File: src/rtl/mole_pkg.sv
// Shared types and helpers for the whack-a-mole sequencer.
package mole_pkg;

    typedef enum logic [2:0] {
        IDLE = 3'd0,
        PICK = 3'd1,
        SHOW = 3'd2,
        GAP  = 3'd3,
        DONE = 3'd4
    } state_t;

    localparam int         NUM_HOLES = 8;
    localparam logic [3:0] POS_NONE  = 4'd0;

    // Map a random value onto holes 1..NUM_HOLES, stepping past the previous hole
    // so two consecutive moles never share a hole.
    function automatic logic [3:0] pick_hole(input logic [7:0] rnd, input logic [3:0] prev);
        logic [3:0] cand;
        cand = {1'b0, rnd[2:0]} + 4'd1;
        if (cand == prev) begin
            cand = (cand == 4'(NUM_HOLES)) ? 4'd1 : cand + 4'd1;
        end
        return cand;
    endfunction

endpackage

File: src/rtl/mole_lfsr.sv
// 8-bit free-running Fibonacci LFSR, polynomial x^8+x^6+x^5+x^4+1.
module mole_lfsr #(
    parameter logic [7:0] SEED = 8'hA5
) (
    input  logic       clk,
    input  logic       rst,
    output logic [7:0] q
);

    logic [7:0] lfsr_reg;
    logic       feedback;

    assign feedback = lfsr_reg[7] ^ lfsr_reg[5] ^ lfsr_reg[4] ^ lfsr_reg[3];
    assign q        = lfsr_reg;

    always_ff @(posedge clk) begin
        if (rst) begin
            lfsr_reg <= SEED;
        end else begin
            lfsr_reg <= {lfsr_reg[6:0], feedback};
        end
    end

endmodule

File: src/rtl/mole_scheduler.sv
// Whack-a-mole game sequencer: picks holes, times show/gap windows on a shared
// tick, judges button presses and keeps score and round counts.
module mole_scheduler
    import mole_pkg::*;
#(
    parameter int         SHOW_TICKS = 50,
    parameter int         GAP_TICKS  = 10,
    parameter int         ROUNDS     = 20,
    parameter logic [7:0] LFSR_SEED  = 8'hA5
) (
    input  logic       clk,
    input  logic       rst,
    input  logic       tick,
    input  logic       start,
    input  logic [7:0] btn,
    output logic [3:0] mole_pos,
    output logic       hit,
    output logic       miss,
    output logic [7:0] score,
    output logic [7:0] round_cnt,
    output logic       busy,
    output logic       done
);

    localparam int TMAX = (SHOW_TICKS > GAP_TICKS) ? SHOW_TICKS : GAP_TICKS;
    localparam int TW   = (TMAX > 1) ? $clog2(TMAX + 1) : 1;

    state_t        state_reg, state_next;
    logic [3:0]    pos_reg, prev_pos_reg;
    logic [TW-1:0] timer_reg;
    logic [7:0]    score_reg, round_reg;
    logic [3:0]    mole_pos_reg, mole_pos_next;
    logic          hit_reg, hit_next;
    logic          miss_reg, miss_next;
    logic          busy_reg, busy_next;
    logic          done_reg, done_next;

    logic [7:0]    lfsr_q;
    logic [3:0]    cand;
    logic [2:0]    pos_idx;
    logic          correct_press;
    logic          show_timeout;
    logic          gap_over;

    mole_lfsr #(.SEED(LFSR_SEED)) u_lfsr (
        .clk (clk),
        .rst (rst),
        .q   (lfsr_q)
    );

    assign cand          = pick_hole(lfsr_q, prev_pos_reg);
    assign pos_idx       = 3'(pos_reg - 4'd1);
    assign correct_press = (state_reg == SHOW) && btn[pos_idx];
    assign show_timeout  = tick && (timer_reg == TW'(SHOW_TICKS - 1));
    assign gap_over      = tick && (timer_reg == TW'(GAP_TICKS - 1));

    // State and datapath registers
    always_ff @(posedge clk) begin
        if (rst) begin
            state_reg    <= IDLE;
            pos_reg      <= POS_NONE;
            prev_pos_reg <= POS_NONE;
            timer_reg    <= '0;
            score_reg    <= '0;
            round_reg    <= '0;
            mole_pos_reg <= POS_NONE;
            hit_reg      <= 1'b0;
            miss_reg     <= 1'b0;
            busy_reg     <= 1'b0;
            done_reg     <= 1'b0;
        end else begin
            state_reg    <= state_next;
            mole_pos_reg <= mole_pos_next;
            hit_reg      <= hit_next;
            miss_reg     <= miss_next;
            busy_reg     <= busy_next;
            done_reg     <= done_next;
            case (state_reg)
                IDLE, DONE: begin
                    if (start) begin
                        score_reg <= '0;
                        round_reg <= '0;
                    end
                end
                PICK: begin
                    pos_reg      <= cand;
                    prev_pos_reg <= cand;
                    timer_reg    <= '0;
                end
                SHOW: begin
                    if (correct_press || show_timeout) begin
                        // Leaving SHOW closes the round; round_reg never exceeds ROUNDS.
                        timer_reg <= '0;
                        round_reg <= round_reg + 8'd1;
                        if (correct_press && score_reg != 8'hFF) begin
                            score_reg <= score_reg + 8'd1;
                        end
                    end else if (tick) begin
                        timer_reg <= timer_reg + TW'(1);
                    end
                end
                GAP: begin
                    if (tick) begin
                        timer_reg <= timer_reg + TW'(1);
                    end
                end
                default: ;
            endcase
        end
    end

    always_comb begin
        state_next = state_reg;
        case (state_reg)
            IDLE, DONE: if (start) state_next = PICK;
            PICK:       state_next = SHOW;
            SHOW:       if (correct_press || show_timeout) state_next = GAP;
            GAP: begin
                if (gap_over) begin
                    state_next = (round_reg == 8'(ROUNDS)) ? DONE : PICK;
                end
            end
            default:    state_next = IDLE;
        endcase
    end

    // Outputs are registered from the upcoming state so they line up with it.
    always_comb begin
        mole_pos_next = POS_NONE;
        if (state_next == SHOW) begin
            mole_pos_next = (state_reg == PICK) ? cand : pos_reg;
        end
        hit_next  = correct_press;
        miss_next = (state_reg == SHOW) && show_timeout && !correct_press;
        busy_next = (state_next == PICK) || (state_next == SHOW) || (state_next == GAP);
        done_next = (state_next == DONE);
    end

    assign mole_pos  = mole_pos_reg;
    assign hit       = hit_reg;
    assign miss      = miss_reg;
    assign score     = score_reg;
    assign round_cnt = round_reg;
    assign busy      = busy_reg;
    assign done      = done_reg;

endmodule

File: config.mk
export PLATFORM = sky130hd
export DESIGN_NAME = mole_scheduler
export DESIGN_NICKNAME = d
export VERILOG_FILES = /design/src/rtl/mole_pkg.sv /design/src/rtl/mole_lfsr.sv /design/src/rtl/mole_scheduler.sv
export SDC_FILE = /design/constraint.sdc
export NUM_CORES = 1
export LEC_CHECK = 0
export CELL_PAD_IN_SITES_DETAIL_PLACEMENT = 0
export CELL_PAD_IN_SITES_GLOBAL_PLACEMENT = 1
export CORE_MARGIN = 1.5
export CORE_UTILIZATION = 36
export CTS_CLUSTER_SIZE = 12
export DETAILED_ROUTE_END_ITERATION = 7
export PLACE_DENSITY = 0.83
export SLEW_MARGIN = 25
export SYNTH_ARGS = -nofsm -noshare
export SYNTH_HDL_FRONTEND = slang
export SYNTH_HIERARCHICAL = 1
export SYNTH_SLANG_ARGS = --single-unit
File: constraint.sdc
create_clock -name clk -period 1.9 [get_ports clk]
set_input_delay 0.38 -clock clk [delete_from_list [all_inputs] [get_ports clk]]
set_output_delay 0.38 -clock clk [all_outputs]
set_load 0.05 [all_outputs]
==> summary.md <==
| Metric | Value |
|---|---|
| Status | `complete, but fails checks` |
| Failing checks | `setup timing` |
| WL/cell | `12.73 um` |
| Placer congestion estimate | `0.7919` |
| Syn-to-layout area delta | `41.80%` |
| F_max | `0.4835 GHz` |
| Drt pass-1 iters | `4` |
| Max FO, Critical Path | `5` |
| Filler instances | `595` |
| Clk slew on worst S/H paths | `80 ps` |
| Num CTS Buffers | `5` |
| Synth Area in Simple Gates | `0.2724` |
| Synth Area per Inst | `8.686 sq um` |
| Clock latency at the later pin of the worst-skew pair | `300 ps` |
| Top FF cell, synth | `dfxtp_1` |
| Final hold slack | `420.9 ps` |
| Sequential element share of the synthesized area | `0.4107` |
| Global route overflow | `0` |
| Antenna diodes | `0` |
| CTS tree | `done` |
| Post-route ant nets | `0` |
| Crit path time final | `2068 ps` |
| Slew headroom | `0.6567` |
| Chip width | `84.46 um` |
| Setup Crit Path Kind | `input pin to flop` |
| CTS Sinks | `49` |
| Slew @ Worst Pin | `513.4 ps` |
| Max-Cap Viols | `0` |
| Critical Path Sink Type | `flop` |
| Row count | `29` |
| Syn Nets | `296` |
| CP required | `2120 ps` |
| #FFs+latches synth | `49` |
| Commonest non-fill, non-tap cells in the layout | `58 x buf_4, 46 x dfxtp_1, 34 x nor2_1` |
| WL final | `5.537 mm` |
| Met2 Use GR | `0.2684` |
| Clock share of power | `0.257` |
| Int Power | `1745 uW` |
| # IOs | `36` |
| Synth Cell Area | `2389 sq um` |
| Worst hold path depth | `1` |
| Hold Startpoint | `u_lfsr/q[6]` |
| Sw frac | `0.3104` |
| Placed Cells | `421` |
| PnR worst setup slack | `-168.3 ps` |
| First-iteration detailed-routing DRC count | `63` |
| Critical Path AT | `2280 ps` |
| Xor/xnor share of the synthesized area | `0.05710` |
| Initial Utilization | `0.3740` |
| Die area | `7133 sq um` |
| Reg power frac | `0.440` |
| Via/cell ratio | `5.122` |
| Vias in the first global route | `2086` |
| Worst hold path class | `flop to flop` |
| Worst clock skew | `6.773 ps` |
| H-tree lvl count | `2` |
| Post-DP HPWL | `4.181 mm` |
| Cts hold-fix bufs | `0` |
| P_sw | `785.8 uW` |
| Unique cell type count in the Yosys netlist | `50` |
| RSZ-0062 raised after global routing | `true` |
| Commonest non-fill, non-tap cell in the layout | `buf_4` |
| Finished Core Util | `0.5304` |
| Combinational share of power | `0.303` |
| R2R Path Start | `pos_reg[0]` |
| Reg-to-reg setup timing slack | `-160 ps` |
| Final std cells w/o fill | `435` |
| Largest net degree at the start of global routing | `16` |
| Mux share of post-synthesis cell area | `0.03667` |
| Reg2Reg Depth | `7` |
| IO buf count | `35` |
| Core area | `6386 sq um` |
| Peak VDD IR | `371.8 uV` |
| Layout Nets | `378` |
| Layout cells sized above 1 | `0.3184` |
| Clk root buf | `clkbuf_8` |
| Period utilisation layout | `1.089` |
| # DRC | `0` |
| Clock buffer depth | `2` |
| Met3 usage in global routing | `0.03245` |
| Async SR Flop Fraction | `0` |
| EDFF count, synth | `0` |
| Final setup vio count | `25` |
| Gate Count Post-Synth | `275` |
| Pleak | `0.001382 uW` |
| Worst Setup Start Kind | `input pin` |
| Routed vias | `2228` |
| Die Span Y | `84.46 um` |
| GRT Overall Usage | `0.1583` |
| Compound-cell area share of the yosys netlist | `0.1388` |
| Final Hold Viols | `0` |
| Hold EP | `u_lfsr/q[7]` |
| Largest family of logic cells by synthesized area | `simple AND/OR/NAND/NOR gates` |
| Terminus of the critical flop-to-flop path | `timer_reg[4]` |
| GR Util met1 | `0.2108` |
| Global-route wire length before repair | `9.397 mm` |
| Top Usage Layer GRT | `met2` |
| Synth warnings | `6` |
| Power per cell area | `747.3 nW/um^2` |
| Adder-cell share of the synthesized area | `0.04715` |
| Initial antenna violation count | `0` |
| Slew Limit Fails | `0` |
## per-layer routing
metal / share of wire / vias up / wire, um
li1: - / 1137 / -
met2: 0.48 / 32 / 2654
met1: 0.48 / 1055 / 2664
met4: 0.0056 / 0 / 31
met3: 0.034 / 4 / 187
met5: 0 / - / 0
## Yosys cell counts, types with 5 or more instances
cell type  count  share of area
nor2b_1        7          0.018
clkbuf_1       6         0.0094
nand2_1       23          0.036
inv_1         10          0.016
nor2_1        38          0.060
o21ai_0       12          0.025
nor3_1         9          0.019
ha_1           9          0.047
or3_1          6          0.016
nand4_1        6          0.016
nand3_1       10          0.021
nand2b_1       5          0.013
xor2_1        11          0.040
dfxtp_1       49           0.41
a21oi_1       17          0.036
## worst max-delay path, stage by stage
cell	delay, ps
clkdlybuf4s50_1	400
mux4_2	500
mux2i_4	290
a21oi_2	130
or3_4	390
o31ai_1	190
## cell type report
type / count / area (sq um) / share of cell area
multi-input combinational: 206 / 1458 / 0.4304
sequential: 49 / 987.2 / 0.2915
clock buffer: 6 / 82.58 / 0.02438
tap: 77 / 96.34 / 0.02844
timing repair buffer: 85 / 711.9 / 0.2102
clock inverter: 2 / 13.76 / 0.004064
inverter: 10 / 37.54 / 0.01108
## cells by family after synthesis
logic type | count (synthesis)
buf+inv | 20
mux | 5
fa+ha+maj | 9
simple gates | 127
compound gates | 51
xor+xnor | 14
flops | 49
## power by group through the flow
stage / clock network (uW) / logic, uW / registers [uW]
finish: 650 / 767 / 1110
global placement: 0 / 655 / 1140
detailed placement: 0 / 661 / 1140
CTS: 682 / 688 / 1110
global route: 722 / 840 / 1120
floorplan: 0 / 375 / 1180
## per-stage QoR
| step | TNS, ps | setup slack, ps | total power (uW) | area [sq um] |
|---|---|---|---|---|
| 2_1_floorplan | -288.4 | -75.19 | 1554 | 2429 |
| 3_3_place_gp | -10230 | -453.6 | 1791 | 3122 |
| 3_5_place_dp | -11390 | -495.5 | 1797 | 3122 |
| 4_1_cts | -2076 | -168.4 | 2483 | 3271 |
| 5_1_grt | -4742 | -239.9 | 2684 | 3387 |
| 6_report | -2259 | -168.3 | 2531 | 3387 |
## worst max-delay path by stage
| stage | from | end | slack (ps) |
|---|---|---|---|
| 2_1_floorplan | pos_reg[0] | round_cnt[6] | -80 |
| 3_3_place_gp | btn[4] | timer_reg[2] | -450 |
| 3_5_place_dp | btn[4] | timer_reg[2] | -500 |
| 4_1_cts | pos_reg[0] | timer_reg[4] | -170 |
| 5_1_grt | pos_reg[0] | timer_reg[5] | -240 |
| 6_report | btn[4] | timer_reg[4] | -170 |
## what timing repair did
item / 4_1_cts / 5_1_grt
cloned: 0 / 0
pin swaps: 9 / 13
resized for setup: 12 / 27
endpoints found under the setup margin: 29 / 30
hold endpoints to repair: 0 / 0
setup buffers: 2 / 4
Note: power is estimated with default switching activity, not from simulation.
